==> src/rtl/instr_fetch.sv <==
// instr_fetch: fetch sequencer that sits between the instruction pointer and
// the decoder. It reads the word at the current IP from instruction memory,
// holds it for the decoder under a valid/ready handshake, and then returns
// the IP adjustment along with a one-cycle update strobe.
//
// Optional build macro FETCH_TIMEOUT_EN adds a memory-ack watchdog. A fetch
// that sees no ack for TIMEOUT_CYCLES request cycles parks the block in FAULT
// with a sticky fault flag. Only reset leaves FAULT. Without the macro a
// request waits indefinitely and fault_o is constant 0.
//
//   state     | meaning
//   ----------+----------------------------------------------------------
//   S_IDLE    | stopped; waits for run_i
//   S_REQ     | read request outstanding; address held stable
//   S_HOLD    | instruction presented to the decoder; waits for handshake
//   S_ADVANCE | ip_update strobe high; refetch from the new IP if running
//   S_FAULT   | memory never acknowledged (FETCH_TIMEOUT_EN only)
module instr_fetch #(
  parameter int WORD_WIDTH     = 16,
  parameter int INSTR_WIDTH    = 16,
  parameter int TIMEOUT_CYCLES = 15
) (
  input  logic                   clk_i,
  input  logic                   reset_i,
  input  logic                   run_i,
  input  logic [WORD_WIDTH-1:0]  ip_i,
  output logic [WORD_WIDTH-1:0]  mem_addr_o,
  output logic                   mem_req_o,
  input  logic                   mem_ack_i,
  input  logic [INSTR_WIDTH-1:0] mem_data_i,
  output logic [INSTR_WIDTH-1:0] instr_o,
  output logic                   instr_valid_o,
  input  logic                   instr_ready_i,
  input  logic                   branch_taken_i,
  input  logic [WORD_WIDTH-1:0]  branch_offset_i,
  output logic [WORD_WIDTH-1:0]  ip_adj_o,
  output logic                   ip_update_o,
  output logic                   busy_o,
  output logic                   fault_o
);

  // S_FAULT keeps its encoding in every build. Without the watchdog the
  // state is simply unreachable.
  typedef enum logic [2:0] {
    S_IDLE    = 3'd0,
    S_REQ     = 3'd1,
    S_HOLD    = 3'd2,
    S_ADVANCE = 3'd3,
    S_FAULT   = 3'd4
  } state_t;

  localparam logic [WORD_WIDTH-1:0] SEQ_STEP = WORD_WIDTH'(1);

  state_t                 state_q, state_d;
  logic [WORD_WIDTH-1:0]  mem_addr_q, mem_addr_d;
  logic                   mem_req_q, mem_req_d;
  logic [INSTR_WIDTH-1:0] instr_q, instr_d;
  logic                   instr_valid_q, instr_valid_d;
  logic [WORD_WIDTH-1:0]  ip_adj_q, ip_adj_d;
  logic                   ip_update_q, ip_update_d;
  logic                   busy_q, busy_d;
  logic                   fault_q, fault_d;

`ifdef FETCH_TIMEOUT_EN
  // The counter must be able to hold TIMEOUT_CYCLES-1, the last count seen
  // before the watchdog fires.
  localparam int CNT_W = (TIMEOUT_CYCLES > 1) ? $clog2(TIMEOUT_CYCLES) : 1;
  localparam logic [CNT_W-1:0] CNT_LAST = CNT_W'(TIMEOUT_CYCLES - 1);

  logic [CNT_W-1:0] tmo_cnt_q, tmo_cnt_d;
`else
  // The watchdog limit only matters when the watchdog is built in.
  logic unused_timeout_param;
  assign unused_timeout_param = (TIMEOUT_CYCLES > 0);
`endif

  // Next-state logic and registered-output targets.
  always_comb begin
    state_d       = state_q;
    mem_addr_d    = mem_addr_q;
    mem_req_d     = mem_req_q;
    instr_d       = instr_q;
    instr_valid_d = instr_valid_q;
    ip_adj_d      = ip_adj_q;
    ip_update_d   = 1'b0;
    fault_d       = fault_q;
`ifdef FETCH_TIMEOUT_EN
    tmo_cnt_d     = tmo_cnt_q;
`endif

    unique case (state_q)
      S_IDLE: begin
        if (run_i) begin
          mem_addr_d = ip_i;
          mem_req_d  = 1'b1;
          state_d    = S_REQ;
`ifdef FETCH_TIMEOUT_EN
          tmo_cnt_d  = '0;
`endif
        end
      end

      S_REQ: begin
        // A late ack still wins over the watchdog in the same cycle.
        if (mem_ack_i) begin
          instr_d       = mem_data_i;
          mem_req_d     = 1'b0;
          instr_valid_d = 1'b1;
          state_d       = S_HOLD;
        end
`ifdef FETCH_TIMEOUT_EN
        else if (tmo_cnt_q == CNT_LAST) begin
          mem_req_d = 1'b0;
          fault_d   = 1'b1;
          state_d   = S_FAULT;
        end else begin
          tmo_cnt_d = tmo_cnt_q + CNT_W'(1);
        end
`endif
      end

      S_HOLD: begin
        if (instr_valid_q && instr_ready_i) begin
          instr_valid_d = 1'b0;
          ip_adj_d      = branch_taken_i ? branch_offset_i : SEQ_STEP;
          ip_update_d   = 1'b1;
          state_d       = S_ADVANCE;
        end
      end

      S_ADVANCE: begin
        // The pointer updated on the rising edge of ip_update, so ip_i is
        // already the post-adjustment address here.
        if (run_i) begin
          mem_addr_d = ip_i;
          mem_req_d  = 1'b1;
          state_d    = S_REQ;
`ifdef FETCH_TIMEOUT_EN
          tmo_cnt_d  = '0;
`endif
        end else begin
          state_d = S_IDLE;
        end
      end

      S_FAULT: begin
`ifdef FETCH_TIMEOUT_EN
        state_d = S_FAULT;
`else
        state_d = S_IDLE;
`endif
      end

      default: begin
        state_d   = S_IDLE;
        mem_req_d = 1'b0;
      end
    endcase

    busy_d = (state_d != S_IDLE);
  end

  // State and output registers. An asynchronous reset drops the request and
  // the valid flag immediately.
  always_ff @(posedge clk_i or posedge reset_i) begin
    if (reset_i) begin
      state_q       <= S_IDLE;
      mem_addr_q    <= '0;
      mem_req_q     <= 1'b0;
      instr_q       <= '0;
      instr_valid_q <= 1'b0;
      ip_adj_q      <= '0;
      ip_update_q   <= 1'b0;
      busy_q        <= 1'b0;
      fault_q       <= 1'b0;
    end else begin
      state_q       <= state_d;
      mem_addr_q    <= mem_addr_d;
      mem_req_q     <= mem_req_d;
      instr_q       <= instr_d;
      instr_valid_q <= instr_valid_d;
      ip_adj_q      <= ip_adj_d;
      ip_update_q   <= ip_update_d;
      busy_q        <= busy_d;
      fault_q       <= fault_d;
    end
  end

`ifdef FETCH_TIMEOUT_EN
  // Watchdog counter, cleared on every entry to S_REQ.
  always_ff @(posedge clk_i or posedge reset_i) begin
    if (reset_i) begin
      tmo_cnt_q <= '0;
    end else begin
      tmo_cnt_q <= tmo_cnt_d;
    end
  end
`endif

  assign mem_addr_o    = mem_addr_q;
  assign mem_req_o     = mem_req_q;
  assign instr_o       = instr_q;
  assign instr_valid_o = instr_valid_q;
  assign ip_adj_o      = ip_adj_q;
  assign ip_update_o   = ip_update_q;
  assign busy_o        = busy_q;
`ifdef FETCH_TIMEOUT_EN
  assign fault_o       = fault_q;
`else
  assign fault_o       = 1'b0;
`endif

endmodule

==> config.mk <==
export PLATFORM = sky130hd
export DESIGN_NAME = instr_fetch
export DESIGN_NICKNAME = d
export VERILOG_FILES = /design/src/rtl/instr_fetch.sv
export SDC_FILE = /design/constraint.sdc
export NUM_CORES = 1
export LEC_CHECK = 0
export CORE_MARGIN = 10
export CORE_UTILIZATION = 55
export CTS_BUF_LIST = sky130_fd_sc_hd__clkbuf_16
export CTS_CLUSTER_DIAMETER = 50
export DETAILED_ROUTE_END_ITERATION = 10
export DONT_BUFFER_PORTS = 1
export PLACE_DENSITY = 0.73
export SYNTH_ARGS = -nofsm -noshare
export SYNTH_HDL_FRONTEND = slang
export SYNTH_SLANG_ARGS = --single-unit
==> constraint.sdc <==
create_clock -name clk_i -period 1.6 [get_ports clk_i]
set_input_delay 0.32 -clock clk_i [delete_from_list [all_inputs] [get_ports clk_i]]
set_output_delay 0.32 -clock clk_i [all_outputs]
set_load 0.1 [all_outputs]
==> impl_results.md <==
* Run status: completed
* Total area of multi-input combinational cells at 748 sq um
* Fin worst setup slack at around 0.0076 ns
* Worst hold slack across all endpoints at 0.166 ns
* End point of the most critical hold path: ip_adj_o[9]
* Max capacitance violation total at 0
* Netlist cell types at 25
* Count of port buffers added during placement at 0
* Maximum operating frequency at 628 MHz
* R2R depth at 5
* Effective utilization at floorplan at a little under three fifths
* Number of diodes added for antenna fixing at 0
* Worst-path clk slew at 0.06 ns
* Synthesized cell area at 2250 sq um
* Layout area overhead at 32.0%
* Period Utilization, post-route at 99.5%
* Pin count of the biggest net entering global routing at 56
* Maximum number of buffers from clock root to sink at 2
* Final Hold Violating Endpoints at 0
* Worst path bufs/invs at 2
* Commonest cells after routing, fill and taps aside: buf_4, dfrtp_1, mux2_2
* Number of H-tree levels at 2
* Die width at 84.0 um
* Routed via count divided by cell count at roughly 5.1
* Number of instances in the synthesized netlist at 169
* RePlAce Congestion at 0.746
* Clock tree from TritonCTS: yes
* Setup Total Neg Slack at 0 ns
* Avg WL per Cell at 18.8 um
* Cell types occupying the most area after synthesis: dfrtp_1, mux2_2, mux2i_1
* Share of post-route cells with drive strength above 1 at around 47%
* CTS Root Cell: clkbuf_16
* Count of filler cells inserted in the layout at 255
* Cell depth of the worst hold path at 2
* All-Layer GR Usage at ~15%
* Number of nets in the layout at around 290
* Worst-path maximum fanout at 6
* Clock skew at 0.00466 ns
* Slowest Stage Delay on Critical Path at 0.43 ns
* Worst flop-to-flop path endpoint: mem_addr_o[6]
* First-pass GRT wire length at 8500 um
* DRC violation count after routing at 0
* Final Max Tran Viols at 0
* Worst Setup Start Kind: flop
* Vias in the first global route at 1701
* Critical-path cell with the highest stage delay: dfrtp_2
* Hold Startpoint: branch_taken_i
* Initial antenna violation count at 0
* Sink Count at 55
* Worst Hold Class: input port to flop
* Routed wire length at 5330 um
* Die height at 84.0 um
* Vias at 1436
* Num CTS Buffers at 5
* Number of flip-flops and latches in the synthesized netlist at 55
* Post-synthesis cell type with the largest combined area: dfrtp_1
* Final number of setup-violating endpoints at 0
* Overall overflow remaining after global route at 0
* Source of the worst register-to-register timing path: state_q[0]
* Post-synthesis sequential area ratio at 61.1%
* Die Area at about 7100 sq um
* Initial DRT Pass Iterations at 4
* ANT nets after route at 0
* Minimum period implied by the final worst setup slack at ~1.6 ns
* Count of standard-cell rows at 23
* Most common cell after layout, fill and taps aside: buf_4
* Register area at 1380 sq um
* Detailed Place HPWL at approximately 4200 um
* Type of element capturing the critical path: flop
* DR iter-0 viols at 50
* Top Family by Delay on Critical Path: flip-flops
* CORE AREA at 3970 sq um
* Syn_area_per_cell at 13.3 sq um
* Placement Setup Slack at 0.0323 ns
* Top cell type's share of synthesized area at around 61%
* Register-to-register path setup slack at 0.008 ns
* Ports at 107
* Cell-by-cell trace of the critical path: xor2_2 -> nor3b_4 -> buf_4 -> clkbuf_16 -> mux2_2
* Number of synthesis warnings at 0
* Clock insertion delay at the later pin of the skew report at approximately 0.28 ns
* Data required, critical path at 1.77 ns
* Data arrival time of the worst path at approximately 1.8 ns
* Crit Path Class: flop to flop
## worst max path at each step
stage               slack, ns  depth (start not counted)  startpoint              to
floorplan              -0.002                          4  state_q[0]  mem_addr_o[10]
detailed placement       0.03                          4  state_q[0]     instr_o[15]
global route            -0.01                          5  state_q[0]   mem_addr_o[5]
finish                  0.008                          5  state_q[0]   mem_addr_o[6]
global placement         0.11                          4  state_q[0]  mem_addr_o[10]
CTS                      0.01                          4  state_q[0]  mem_addr_o[11]
## worst register-to-register path, delay by kind of cell, from the launching register on
kind / cells / cell delay, ns
xor+xnor: 1 / 0.20
buf+inv: 2 / 0.29
flops: 1 / 0.43
mux: 1 / 0.33
simple gates: 1 / 0.23
## cells by family after synthesis
group / after synthesis / synth area share (%)
muxes: 48 / 23.2
buffers and inverters: 26 / 5.88
xor gates and xnor gates: 1 / 0.722
AOI/OAI and AO/OA: 7 / 2.05
other: 1 / 0.166
DFF: 55 / 61.1
and+or+nand+nor: 31 / 6.94
## synth_stat cells, drive strengths merged
library cell / number
mux2i: 15
conb: 1
mux2: 33
nand2b: 1
a21o: 1
nand3b: 1
o21ai: 1
nor2b: 3
dfrtp: 55
nand3: 1
nor2: 4
and2b: 1
buf: 7
clkbuf: 1
xor2: 1
o32ai: 1
nor3b: 2
a21oi: 3
a21bo: 1
and3: 1
nand2: 17
inv: 18
## cell type report
class	instances	area share (%)
inverter	18	2.40
multi-input combinational	89	25.2
timing repair buffer	63	19.2
clock buffer	5	4.21
tap	50	2.10
sequential	55	46.4
clock inverter	3	0.505
## registers in the layout, summed over array words and instances (netlist names)
signal         flops
instr_o           16
ip_adj_o          16
mem_addr_o        16
state_q            3
busy_o             1
instr_valid_o      1
ip_update_o        1
mem_req_o          1
## repair_timing
item | in CTS | in global routing
setup buffers | 0 | 4
endpoints found under the hold margin | 55 | 0
endpoints found under the setup margin | 0 | 29
hold buffers | 1 | 0
resized for setup | 0 | 3
## layer usage
| layer | vias to the layer above | wire [um] | track usage, % | share of wire [%] |
|---|---|---|---|---|
| li1 | 670 | - | - | - |
| met1 | 684 | 1880 | 14.4 | 35 |
| met2 | 80 | 2940 | 27.4 | 55 |
| met3 | 2 | 472 | 6.15 | 8.9 |
| met4 | 0 | 29 | 4.72 | 0.54 |
| met5 | - | 0 | 0 | 0 |
## metrics by stage
stage	util (%)	instances	cell area [sq um]
CTS	73.3	278	2910
floorplan	-	170	2260
global route	74.9	283	2970
detailed placement	69.6	269	2760
global placement	69.6	269	2760
finish	74.9	283	2970
Power is not shown: default switching activity piles up to over one toggle a cycle in this logic, so the estimate is an artifact.
==> RTL edit (same flow settings) <==
Encoding of `state_t`: now one-hot (5 bits for 5 states).
--- a/src/rtl/instr_fetch.sv
+++ b/src/rtl/instr_fetch.sv
@@ -42,10 +42,10 @@
   // S_FAULT keeps its encoding in every build. Without the watchdog the
   // state is simply unreachable.
-  typedef enum logic [2:0] {
-    S_IDLE    = 3'd0,
-    S_REQ     = 3'd1,
-    S_HOLD    = 3'd2,
-    S_ADVANCE = 3'd3,
-    S_FAULT   = 3'd4
+  typedef enum logic [4:0] {
+    S_IDLE    = 5'b00001,
+    S_REQ     = 5'b00010,
+    S_HOLD    = 5'b00100,
+    S_ADVANCE = 5'b01000,
+    S_FAULT   = 5'b10000
   } state_t;
 
Formal check against the unedited RTL: no difference found for any inputs over 10 cycles, from zero or initial values and one cycle with reset_i high; not proved beyond that.
==> RTL edit against the unedited design <==
Sequential cell count up 2; utilization up 7.1 points; setup slack worse by 0.33 ns; non-clock buffer count up 11; first-iteration DRC count up 62%; the flow now finishes with violations (setup timing); cell area up 13%; die area up 4.7%; synthesized area up 6.2%; maximum frequency down 17%; synthesized cell count up 4.1%; routed wire length up 19%.
==> RTL edit: results (changes against the unedited design) <==
* Layout Nets at 307 (+7.3%)
* GRT Total Usage at 0.1722 (+0.02437)
* Critical-path top delay cell: or4b_4
* Reg2Reg Depth at 4 (-1)
* Post-Route WL at 6341 um (+19%)
* R2r endpoint: instr_o[5]
* Hold Path Depth at 1 (-1)
* Failing checks: setup timing
* R2r setup slk at -0.32 ns (-0.33 ns)
* Setup ws final at -0.3207 ns (-0.3283 ns)
* Share of cells above drive strength 1 at 0.5155 (+0.04340)
* 1st-pass router iterations at 6 (+2)
* Global-route wire length before repair at 9887 um (+16%)
* RD Place Congestion at 0.7783 (+4.4%)
* Hold Crit Start: mem_ack_i
* FF-to-FF Start: state_q[3]
* Status: finished, violations left
* Worst-Skew Late Latency at 0.32 ns (+0.04 ns)
* Endpoints failing setup at 33 (+33)
* Synth area leaders: dfrtp_1 (59%), mux2_2 (12%), mux2i_1 (6.3%), mux2_4 (5.0%), inv_1 (2.8%)
* Hold Slack at 0.1024 ns (-0.06391 ns)
* Largest net degree at the start of global routing at 26 (-54%)
* TritonCTS Buffers at 9 (+4)
* Synth top cells by count: dfrtp_1 (56), mux2_2 (25), inv_1 (18)
* DP Wirelength at 4569 um (+8.0%)
* Cell class contributing the biggest share of worst-path delay: simple AND/OR/NAND/NOR gates
==> RTL edit: worst max-delay path by stage <==
stage,startpoint,slack [ns],end
after floorplan,state_q[0],-0.47,instr_o[0]
after global placement,state_q[0],-0.27,instr_o[6]
after detailed placement,state_q[3],-0.32,instr_o[4]
after CTS,state_q[3],-0.32,instr_o[5]
after global routing,state_q[3],-0.34,instr_o[5]
final,state_q[3],-0.32,instr_o[5]
==> RTL edit: worst register-to-register path, cell delays in order (launching register included) <==
cell	delay [ns]
dfrtp_1	0.40
or4b_4	0.53
or3b_4	0.41
buf_8	0.16
mux2_4	0.30
==> RTL edit: through the flow <==
step	utilization	cells	TNS, ns	power, mW
floorplan	-	177	-9.024	3.527
global placement	0.7127	286	-4.743	3.935
detailed placement	0.7127	286	-6.238	3.983
CTS	0.8015	305	-6.452	5.965
global route	0.8194	308	-7.027	6.131
finish	0.8194	308	-5.208	5.949
==> RTL edit: area by class of cell <==
type / count / area share
timing repair buffer: 74 / 0.1878
multi-input combinational: 93 / 0.2568
inverter: 18 / 0.02115
tap: 50 / 0.01855
clock buffer: 9 / 0.06679
sequential: 57 / 0.4237
clock inverter: 7 / 0.02523
==> RTL edit: logic make-up (layout without fill, tap and decap cells) <==
group,count (synthesis),in the layout,share of synthesized area
AOI/OAI and AO/OA,9,9,0.03086
xor gates and xnor gates,2,2,0.007324
buffers and inverters,27,108,0.05962
DFF,57,57,0.5968
muxes,48,48,0.2306
other,1,2,0.001568
and+or+nand+nor,32,32,0.07323
==> RTL edit: power breakdown <==
| part | total (mW) | switching (mW) | internal (mW) |
|---|---|---|---|
| Clock | 1.97 | 0.628 | 1.34 |
| Combinational | 2.26 | 1.78 | 0.480 |
| Sequential | 1.72 | 0.0736 | 1.65 |
==> RTL edit: metal layers <==
metal / vias to the layer above / global-route usage / wire length [um]
li1: 745 / - / -
met1: 793 / 0.1631 / 2186
met2: 80 / 0.2995 / 3329
met3: 14 / 0.09272 / 706
met4: 0 / 0.07635 / 118
met5: - / 0 / 0
==> RTL edit: timing repair <==
action | CTS | global route
endpoints found under the setup margin | 34 | 50
pin swaps | 1 | 3
buffers inserted | 1 | 3
hold endpoints to repair | 18 | 0
hold buffers | 1 | 0
gates cloned | 1 | 0
gates resized for setup | 4 | 12
